`config.mk`:
```
export PLATFORM = sky130hd
export DESIGN_NAME = fpu_result_logger
export DESIGN_NICKNAME = d
export VERILOG_FILES = /design/src/rtl/fpu_result_logger.sv
export SDC_FILE = /design/constraint.sdc
export NUM_CORES = 1
export LEC_CHECK = 0
export CORE_MARGIN = 2
export CORE_UTILIZATION = 40
export DETAILED_ROUTE_END_ITERATION = 16
export GPL_TIMING_DRIVEN = 0
export SLEW_MARGIN = 10
export SYNTH_ARGS = -nofsm -noshare
export SYNTH_HDL_FRONTEND = slang
export SYNTH_SLANG_ARGS = --single-unit
export TNS_END_PERCENT = 100
```
`constraint.sdc`:
```
create_clock -name i_clk -period 3.25 [get_ports i_clk]
set_clock_uncertainty 0.05 [all_clocks]
set_input_delay 0.65 -clock i_clk [delete_from_list [all_inputs] [get_ports i_clk]]
set_output_delay 0.65 -clock i_clk [all_outputs]
set_load 0.005 [all_outputs]
```
`src/rtl/fpu_result_logger.sv`:
```
// fpu_result_logger
// Captures the FPU add/sub result and its flags into a small circular history
// when the capture key is pressed, and lets the user step through the stored
// entries on the DE2 LED banks with the next key. A level switch clears it.
//
// Ports:
//   i_clk          system clock
//   i_rst          asynchronous active-high reset
//   i_z            core result (32 bits)
//   i_overflow     core overflow flag
//   i_underflow    core underflow flag
//   i_zero         core zero flag
//   i_key_capture  raw active-low pushbutton, captures the current result
//   i_key_next     raw active-low pushbutton, steps to the next stored entry
//   i_clear        raw active-high switch, empties the history
//   o_ledr         {6'b0, rd_idx[2:0], z[31], z[26:23], z[22:19]} of shown entry
//   o_ledg         {empty, count[3:0], full, ov, un, zero}
module fpu_result_logger #(
  parameter int unsigned DEPTH           = 8,
  parameter logic [15:0] DEBOUNCE_CYCLES = 16'd50000
) (
  input  logic        i_clk,
  input  logic        i_rst,
  input  logic [31:0] i_z,
  input  logic        i_overflow,
  input  logic        i_underflow,
  input  logic        i_zero,
  input  logic        i_key_capture,
  input  logic        i_key_next,
  input  logic        i_clear,
  output logic [17:0] o_ledr,
  output logic [8:0]  o_ledg
);

  localparam int unsigned AW = (DEPTH > 1) ? $clog2(DEPTH) : 1;
  localparam int unsigned CW = AW + 1;
  localparam int unsigned EW = 35;

  // Key index 0 = capture, 1 = next
  logic [1:0] key_raw;
  logic [1:0] key_s1;
  logic [1:0] key_s2;
  logic       clr_s1;
  logic       clr_s2;
  logic [1:0] press;

  assign key_raw = {i_key_next, i_key_capture};

  // Two-flop synchronisers; keys idle released (1), clear idle low
  always_ff @(posedge i_clk or posedge i_rst) begin
    if (i_rst) begin
      key_s1 <= 2'b11;
      key_s2 <= 2'b11;
      clr_s1 <= 1'b0;
      clr_s2 <= 1'b0;
    end else begin
      key_s1 <= key_raw;
      key_s2 <= key_s1;
      clr_s1 <= i_clear;
      clr_s2 <= clr_s1;
    end
  end

  // Debouncers: accept a new level after DEBOUNCE_CYCLES stable cycles,
  // then pulse press one cycle after the accepted level falls.
  for (genvar g = 0; g < 2; g++) begin : g_db
    logic        stable;
    logic        stable_d;
    logic        press_q;
    logic [15:0] cnt;

    always_ff @(posedge i_clk or posedge i_rst) begin
      if (i_rst) begin
        stable   <= 1'b1;
        stable_d <= 1'b1;
        press_q  <= 1'b0;
        cnt      <= 16'd0;
      end else begin
        stable_d <= stable;
        press_q  <= stable_d & ~stable;
        if (key_s2[g] == stable) begin
          cnt <= 16'd0;
        end else if (cnt == DEBOUNCE_CYCLES - 16'd1) begin
          stable <= key_s2[g];
          cnt    <= 16'd0;
        end else begin
          cnt <= cnt + 16'd1;
        end
      end
    end

    assign press[g] = press_q;
  end

  logic [EW-1:0] mem [DEPTH];
  logic [AW-1:0] wr_ptr;
  logic [AW-1:0] rd_idx;
  logic [CW-1:0] count;
  logic [AW-1:0] wr_ptr_n;
  logic [AW-1:0] rd_idx_n;
  logic [CW-1:0] count_n;
  logic          we_c;

  // Next-state: clear beats capture beats next
  always_comb begin
    wr_ptr_n = wr_ptr;
    rd_idx_n = rd_idx;
    count_n  = count;
    we_c     = 1'b0;
    if (clr_s2) begin
      wr_ptr_n = '0;
      rd_idx_n = '0;
      count_n  = '0;
    end else if (press[0]) begin
      we_c     = 1'b1;
      rd_idx_n = wr_ptr;
      wr_ptr_n = wr_ptr + AW'(1);
      count_n  = (count == CW'(DEPTH)) ? count : count + CW'(1);
    end else if (press[1] && (count != '0)) begin
      // Newest entry wraps back to the oldest; count==DEPTH truncates to 0
      if (rd_idx == wr_ptr - AW'(1)) begin
        rd_idx_n = wr_ptr - AW'(count);
      end else begin
        rd_idx_n = rd_idx + AW'(1);
      end
    end
  end

  always_ff @(posedge i_clk or posedge i_rst) begin
    if (i_rst) begin
      wr_ptr <= '0;
      rd_idx <= '0;
      count  <= '0;
    end else begin
      wr_ptr <= wr_ptr_n;
      rd_idx <= rd_idx_n;
      count  <= count_n;
    end
  end

  // History storage; contents are masked by count so no reset is needed
  always_ff @(posedge i_clk) begin
    if (we_c) begin
      mem[wr_ptr] <= {i_z, i_overflow, i_underflow, i_zero};
    end
  end

  logic [EW-1:0] rd_entry_c;
  logic          nonempty_c;
  logic          unused_entry_bits;

  assign rd_entry_c        = mem[rd_idx];
  assign nonempty_c        = (count != '0);
  assign unused_entry_bits = ^{rd_entry_c[33:30], rd_entry_c[21:3]};

  // Registered LED view of the current state
  always_ff @(posedge i_clk or posedge i_rst) begin
    if (i_rst) begin
      o_ledr <= 18'h0;
      o_ledg <= 9'h100;
    end else begin
      o_ledr[17:12] <= 6'h0;
      o_ledr[11:9]  <= 3'(rd_idx);
      o_ledr[8:0]   <= nonempty_c ? {rd_entry_c[34], rd_entry_c[29:26], rd_entry_c[25:22]} : 9'h0;
      o_ledg[8]     <= (count == '0);
      o_ledg[7:4]   <= 4'(count);
      o_ledg[3]     <= (count == CW'(DEPTH));
      o_ledg[2:0]   <= nonempty_c ? rd_entry_c[2:0] : 3'b000;
    end
  end

endmodule
```
==> results of run 1 <==
-- layer usage --
| metal | global-route usage, % | vias up |
|---|---|---|
| met3 | 4.078 | 12 |
| met2 | 24.47 | 98 |
| met4 | 4.688 | 0 |
| li1 | - | 1768 |
| met1 | 20.68 | 1878 |
| met5 | 0 | - |
-- worst max-delay path: stages (launching register included) --
cell,delay [ns]
dfrtp_1,0.37
clkbuf_1,0.52
clkbuf_1,0.62
mux4_2,0.41
mux2i_1,0.23
nor2_1,0.07
-- how the worst max path moves through the flow --
stage	start	end	slack [ns]	depth (start not counted)
after floorplan	i_rst	clr_s1$_DFF_PP0_	0.65	1
after global placement	i_rst	o_ledr[7]$_DFF_PP0_	-0.63	2
after detailed placement	rd_idx[1]$_DFFE_PP0P_	o_ledr[4]$_DFF_PP0_	0.82	5
after CTS	rd_idx[1]$_DFFE_PP0P_	o_ledr[4]$_DFF_PP0_	0.81	5
after global routing	rd_idx[1]$_DFFE_PP0P_	o_ledr[4]$_DFF_PP0_	0.72	5
final	rd_idx[1]$_DFFE_PP0P_	o_ledr[4]$_DFF_PP0_	0.84	5
-- placed cells by master (no fill, tap or decap), types with 3 or more instances in the layout --
cell type        count
edfxtp_1            96
dfrtp_1             66
nor2_1              56
clkdlybuf4s50_1     37
xnor2_1             27
mux4_2              24
clkbuf_16           17
nand2_1             15
mux2i_1             15
nand3_1             12
inv_1               12
xor2_1              10
nand4_1              9
clkbuf_1             9
dfstp_2              9
nor4_1               8
ha_1                 8
nor3_1               6
nor2_2               6
buf_4                6
conb_1               6
a21oi_1              5
nand3b_1             4
buf_2                4
inv_8                4
clkinvlp_4           4
buf_6                3
and3_1               3
o21ai_0              3
or3_1                3
nor2b_1              3
mux2_2               3
-- cell usage after synthesis (all sizes together) (2+ instances only) --
cell type	n
dfrtp	66
nand4	9
xnor2	27
nand3b	4
nor2	62
dfstp	9
nor3	8
a21oi	5
and3	3
or3	3
mux4	24
mux2i	15
clkbuf	8
nand2b	2
o21ai	3
nor4b	2
a31oi	2
edfxtp	96
nand2	15
nor2b	3
nor4	8
ha	8
mux2	3
xor2	10
buf	12
inv	13
nand3	13
-- report_power, final --
group	switching (mW)	internal, mW
Sequential	0.0101	2.31
Combinational	0.0751	0.0622
Clock	0.902	1.16
Total	0.987	3.53
-- cells by family after synthesis --
kind of cell             synth area share (%)
AO/OA/AOI/OAI                           1.642
XOR/XNOR                                4.997
adder cells (fa/ha/maj)                 1.732
buffers and inverters                   2.291
flip-flops                              68.79
multiplexers                            10.45
other                                 0.05407
AND/OR/NAND/NOR                         10.05
-- sequential cells by signal, indices dropped and copies added (netlist names), 2 cells and up --
signal and count:
count 4, g_db.cnt 32, g_db.press_q 2, g_db.stable 2
g_db.stable_d 2, key_s1 2, key_s2 2, mem 96
o_ledg 9, o_ledr 12, rd_idx 3, wr_ptr 3
-- final cells by class --
class / count / area (um2) / area share [%]
plain buffers: 20 / 110.1 / 1.329
clock buffers: 18 / 429.2 / 5.181
clock inverters: 14 / 177.7 / 2.145
inverters: 13 / 51.30 / 0.6193
multi-input cells: 250 / 2049 / 24.74
flip-flops and latches: 171 / 4771 / 57.60
well taps: 225 / 281.5 / 3.399
repair buffers: 40 / 412.9 / 4.985
==> results.yml, run 1 <==
clock_network:
  post_cts_buffers: 0
  cts_tree: "done"
  cts_hold_buffers: 0
  insertion_delay_ns: 0.43
  clkSlewWorstSetupHoldPaths_ns: 0.07
  cts_buffer_depth: 2
  htree_levels: 4
  post_cts_resized: 0
  cts-root-buf: "clkbuf_16"
  cts_inserted_buffers: 17
  cts_sinks: 171
sta:
  hold_viol: 0
  timing.hold.ws_ns: 0.3061
  min_period_over_period_pct: 74.18
  setup_viol_count_final: 0
  worstMarginPinSlew_ns: 0.9782
  max_freq_mhz: 414.8
  tns_ns: 0
  fin_ws_ns: 0.8390
  max_slew_margin_pct: 34.79
  min_period_ns: 2.411
  rsz0062_at_grt: "no"
  final-max-slew-violation-count: 0
finish:
  fill_cells: 1436
  drive_above_1_share_pct: 18.06
  final_cells: 751
  final_area_um2: 8283
  area_delta_synth_final_pct: 19.43
  diodes: 0
  nets: 562
  final_util_pct: 48.39
power_and_ir_drop:
  p_leak_nw: 2.990
  vdd_drop_max_uv: 386.5
  p_per_area_nw_per_um2: 545.9
  fin_total_pwr_mw: 4.522
critical_path:
  r2r_slack_ns: 0.84
  criticalPathCategory: "register to register"
  worst-endpoint-required_ns: 3.48
  r2r_cells: 5
  end_kind: "register"
  critPathArrivalTime_ns: 2.64
  start_kind: "register"
  worstPathMaxFanout: 10
  worstReg2RegStart: "rd_idx[1]$_DFFE_PP0P_"
  reg2reg_to: "o_ledr[4]$_DFF_PP0_"
floorplanning:
  die-area_um2: 18410
  core_um2: 17120
  die-height_um: 135.7
  io_pins: 67
  die_x_um: 135.7
  initial_utilization_pct: 40.52
  placementRows: 48
place:
  pre_cts_slack_ns: 0.8219
  gp_congestion: 0.7722
  place_area_um2: 7676
  dp_hpwl_mm: 8.348
  portBuffers: 37
  place_inst: 719
logic_synthesis:
  ys_types: 47
  synth_top_area_share_pct: 41.57
  ys_seq_elements: 171
  synth_top_cells_by_area: "edfxtp_1 42%, dfrtp_1 24%, mux4_2 7.8%"
  synth_edf_count: 96
  synth-seq-area-share_pct: 68.79
  netlist_area_um2: 6935
  syn_inst: 449
  synth_area_leader_cell: "edfxtp_1"
  async_flop_share_pct: 43.86
  ys_warn_count: 0
  postSynthAreaPerCell_um2: 15.45
  ys.flop_type: "edfxtp_1"
drt:
  vias_per_cell: 5.001
  wl_met1_mm: 5.999
  wl_mm: 13.19
  dr_total_vias: 3756
  dr.pass1.iters: 5
  top_layer_used: "met4"
  drt-initial-drc-count: 261
  ant_nets: 0
  post_drt_wl_per_cell_um: 17.56
  route.met3.wl_um: 619
  route.met2.wl_mm: 6.455
  drc_errors: 0
global_routing:
  overflow: 0
  grt_pass1_wl_mm: 20.62
  antenna_found_initial: 0
  grt_pass1_vias: 3698
  globalRouteTotalUtil_pct: 15.32
  grt_max_degree: 43
worst_hold_path:
  hp-class: "register to register"
  worstHoldStart: "key_s1[0]$_DFF_PP1_"
  hold_depth: 0
  min_to: "key_s2[0]$_DFF_PP1_"
job:
  drv_cap: 0
status:
  outcome: "finished, final reports clean"
Note: power is estimated with default switching activity, not from simulation.
==> inputs of run 2 (changes only) <==
==> constraint.sdc (replaced) <==
create_clock -name i_clk -period 2.4 [get_ports i_clk]
set_clock_uncertainty 0.05 [all_clocks]
set_input_delay 0.48 -clock i_clk [delete_from_list [all_inputs] [get_ports i_clk]]
set_output_delay 0.48 -clock i_clk [all_outputs]
set_load 0.005 [all_outputs]
==> run 2 against run 1 <==
Net effect: combinational power increased by 36%; cell count increased by 0.53%; non-clock buffer count increased by 4; register-to-register slack got worse by 0.71 ns; core utilization increased by 0.23 points; global-route usage increased by 0.099 points; sequential power increased by 35%; worst hold slack improved by 0.00084 ns; total power increased by 34%; flip-flop and latch count unchanged; first-iteration DRC count increased by 25%.
==> results.yml, run 2 (synthesis gave the netlist of run 1 again) <==
clock_network:
  post_cts_resized: 2
  clkSlewWorstSetupHoldPaths_ns: 0.06
  htree_levels: 4
  cts_tree: "done"
  cts_inserted_buffers: 17
  post_cts_buffers: 0
  insertion_delay_ns: 0.43
  cts_buffer_depth: 2
  cts-root-buf: "clkbuf_16"
  cts_hold_buffers: 0
  cts_sinks: 171
critical_path:
  reg2reg_to: "mem[6][26]$_DFFE_PP_"
  r2r_slack_ns: 0.13
  worst-endpoint-required_ns: 2.40
  r2r_cells: 3
  end_kind: "register"
  worstPathMaxFanout: 12
  start_kind: "register"
  critPathArrivalTime_ns: 2.27
  criticalPathCategory: "register to register"
  worstReg2RegStart: "g_db[0].press_q$_DFF_PP0_"
global_routing:
  grt_pass1_vias: 3706
  grt_pass1_wl_mm: 20.64
  overflow: 0
  grt_max_degree: 39
  globalRouteTotalUtil_pct: 15.42
  antenna_found_initial: 0
finish:
  drive_above_1_share_pct: 19.06
  final_cells: 755
  final_cell_mix: "96 x edfxtp_1, 66 x dfrtp_1, 56 x nor2_1, 37 x clkdlybuf4s50_1, 27 x xnor2_1"
  layout_commonest_cell: "edfxtp_1"
  final_area_um2: 8323
  largest_reg_flops: 96
  final_util_pct: 48.63
  regMostFlops: "mem"
  area_delta_synth_final_pct: 20.01
  nets: 566
  fill_cells: 1456
  diodes: 0
  reg_top3: "mem: 96 flops, g_db.cnt: 32 flops, o_ledr: 12 flops"
sta:
  min_period_over_period_pct: 94.61
  min_period_ns: 2.271
  worstMarginPinSlew_ns: 0.9542
  setup_viol_count_final: 0
  hold_viol: 0
  rsz0062_at_grt: "yes"
  final-max-slew-violation-count: 0
  fin_ws_ns: 0.1295
  tns_ns: 0
  max_slew_margin_pct: 36.39
  max_freq_mhz: 440.4
power_and_ir_drop:
  p_per_area_nw_per_um2: 728.1
  p_leak_nw: 3.028
  vdd_drop_max_uv: 491.0
floorplanning:
  die-height_um: 135.7
  core_um2: 17120
  placementRows: 48
  die_x_um: 135.7
  initial_utilization_pct: 40.52
  die-area_um2: 18410
  io_pins: 67
place:
  place_area_um2: 7717
  place_inst: 723
  pre_cts_slack_ns: -0.2730
  gp_congestion: 0.7889
  portBuffers: 37
  dp_hpwl_mm: 8.359
drt:
  dr.pass1.iters: 5
  drt-initial-drc-count: 325
  ant_nets: 0
  vias_per_cell: 5.001
  post_drt_wl_per_cell_um: 17.19
  drc_errors: 0
  dr_total_vias: 3776
  wl_mm: 12.98
worst_hold_path:
  worstHoldStart: "key_s1[1]$_DFF_PP1_"
  hp-class: "register to register"
  hold_depth: 0
  min_to: "key_s2[1]$_DFF_PP1_"
status:
  outcome: "finished, final reports clean"
job:
  drv_cap: 0
## run 2: changes by cell type in the layout (fill, tap and decap cells not counted), moves of 3 or more
cell / change
buf_4: +3
clkbuf_1: -3
clkbuf_2: +3
clkinv_4: +3
## run 2: final cells by class
cell class                 count  area, um2  share of cell area, %
clock inverter                14      162.7                  1.954
clock buffer                  18      429.2                  5.156
buffer                        20      113.9                  1.368
multi-input combinational    250       2049                  24.62
inverter                      13      52.55                 0.6314
timing repair buffer          44      462.9                  5.562
sequential                   171       4771                  57.32
tap                          225      281.5                  3.382
## run 2: per-stage QoR
step	hold slack (ns)	total power, mW
4_1_cts	0.3089	6.120
3_3_place_gp	0.2888	3.377
3_5_place_dp	0.2933	3.391
5_1_grt	0.3133	6.257
6_report	0.3070	6.060
2_1_floorplan	0.2812	3.305
## run 2: critical path, stage by stage (launching register included)
cell and delay, ns:
dfrtp_1 0.45, buf_1 0.39, nand3b_1 0.28, nor2_2 0.72
## run 2: power breakdown
group | internal (mW) | switching (mW)
Combinational | 0.0872 | 0.0999
Clock | 1.56 | 1.18
Sequential | 3.13 | 0.0129
## run 2: worst max-delay path by stage
stage,from,end,slack (ns)
3_5_place_dp,g_db[0].press_q$_DFF_PP0_,mem[6][29]$_DFFE_PP_,-0.27
5_1_grt,g_db[0].press_q$_DFF_PP0_,mem[6][1]$_DFFE_PP_,-0.07
6_report,g_db[0].press_q$_DFF_PP0_,mem[6][26]$_DFFE_PP_,0.13
4_1_cts,rd_idx[1]$_DFFE_PP0P_,o_ledg[0]$_DFF_PP0_,0.01
3_3_place_gp,g_db[0].press_q$_DFF_PP0_,mem[0][29]$_DFFE_PP_,-1.03
2_1_floorplan,g_db[0].press_q$_DFF_PP0_,mem[0][0]$_DFFE_PP_,0.22
## run 2: routing by layer
metal | GRT usage, % | share of wire, %
met5 | 0 | 0
met4 | 5.729 | 1.6
met3 | 3.966 | 3.3
met2 | 24.86 | 50
met1 | 20.24 | 46
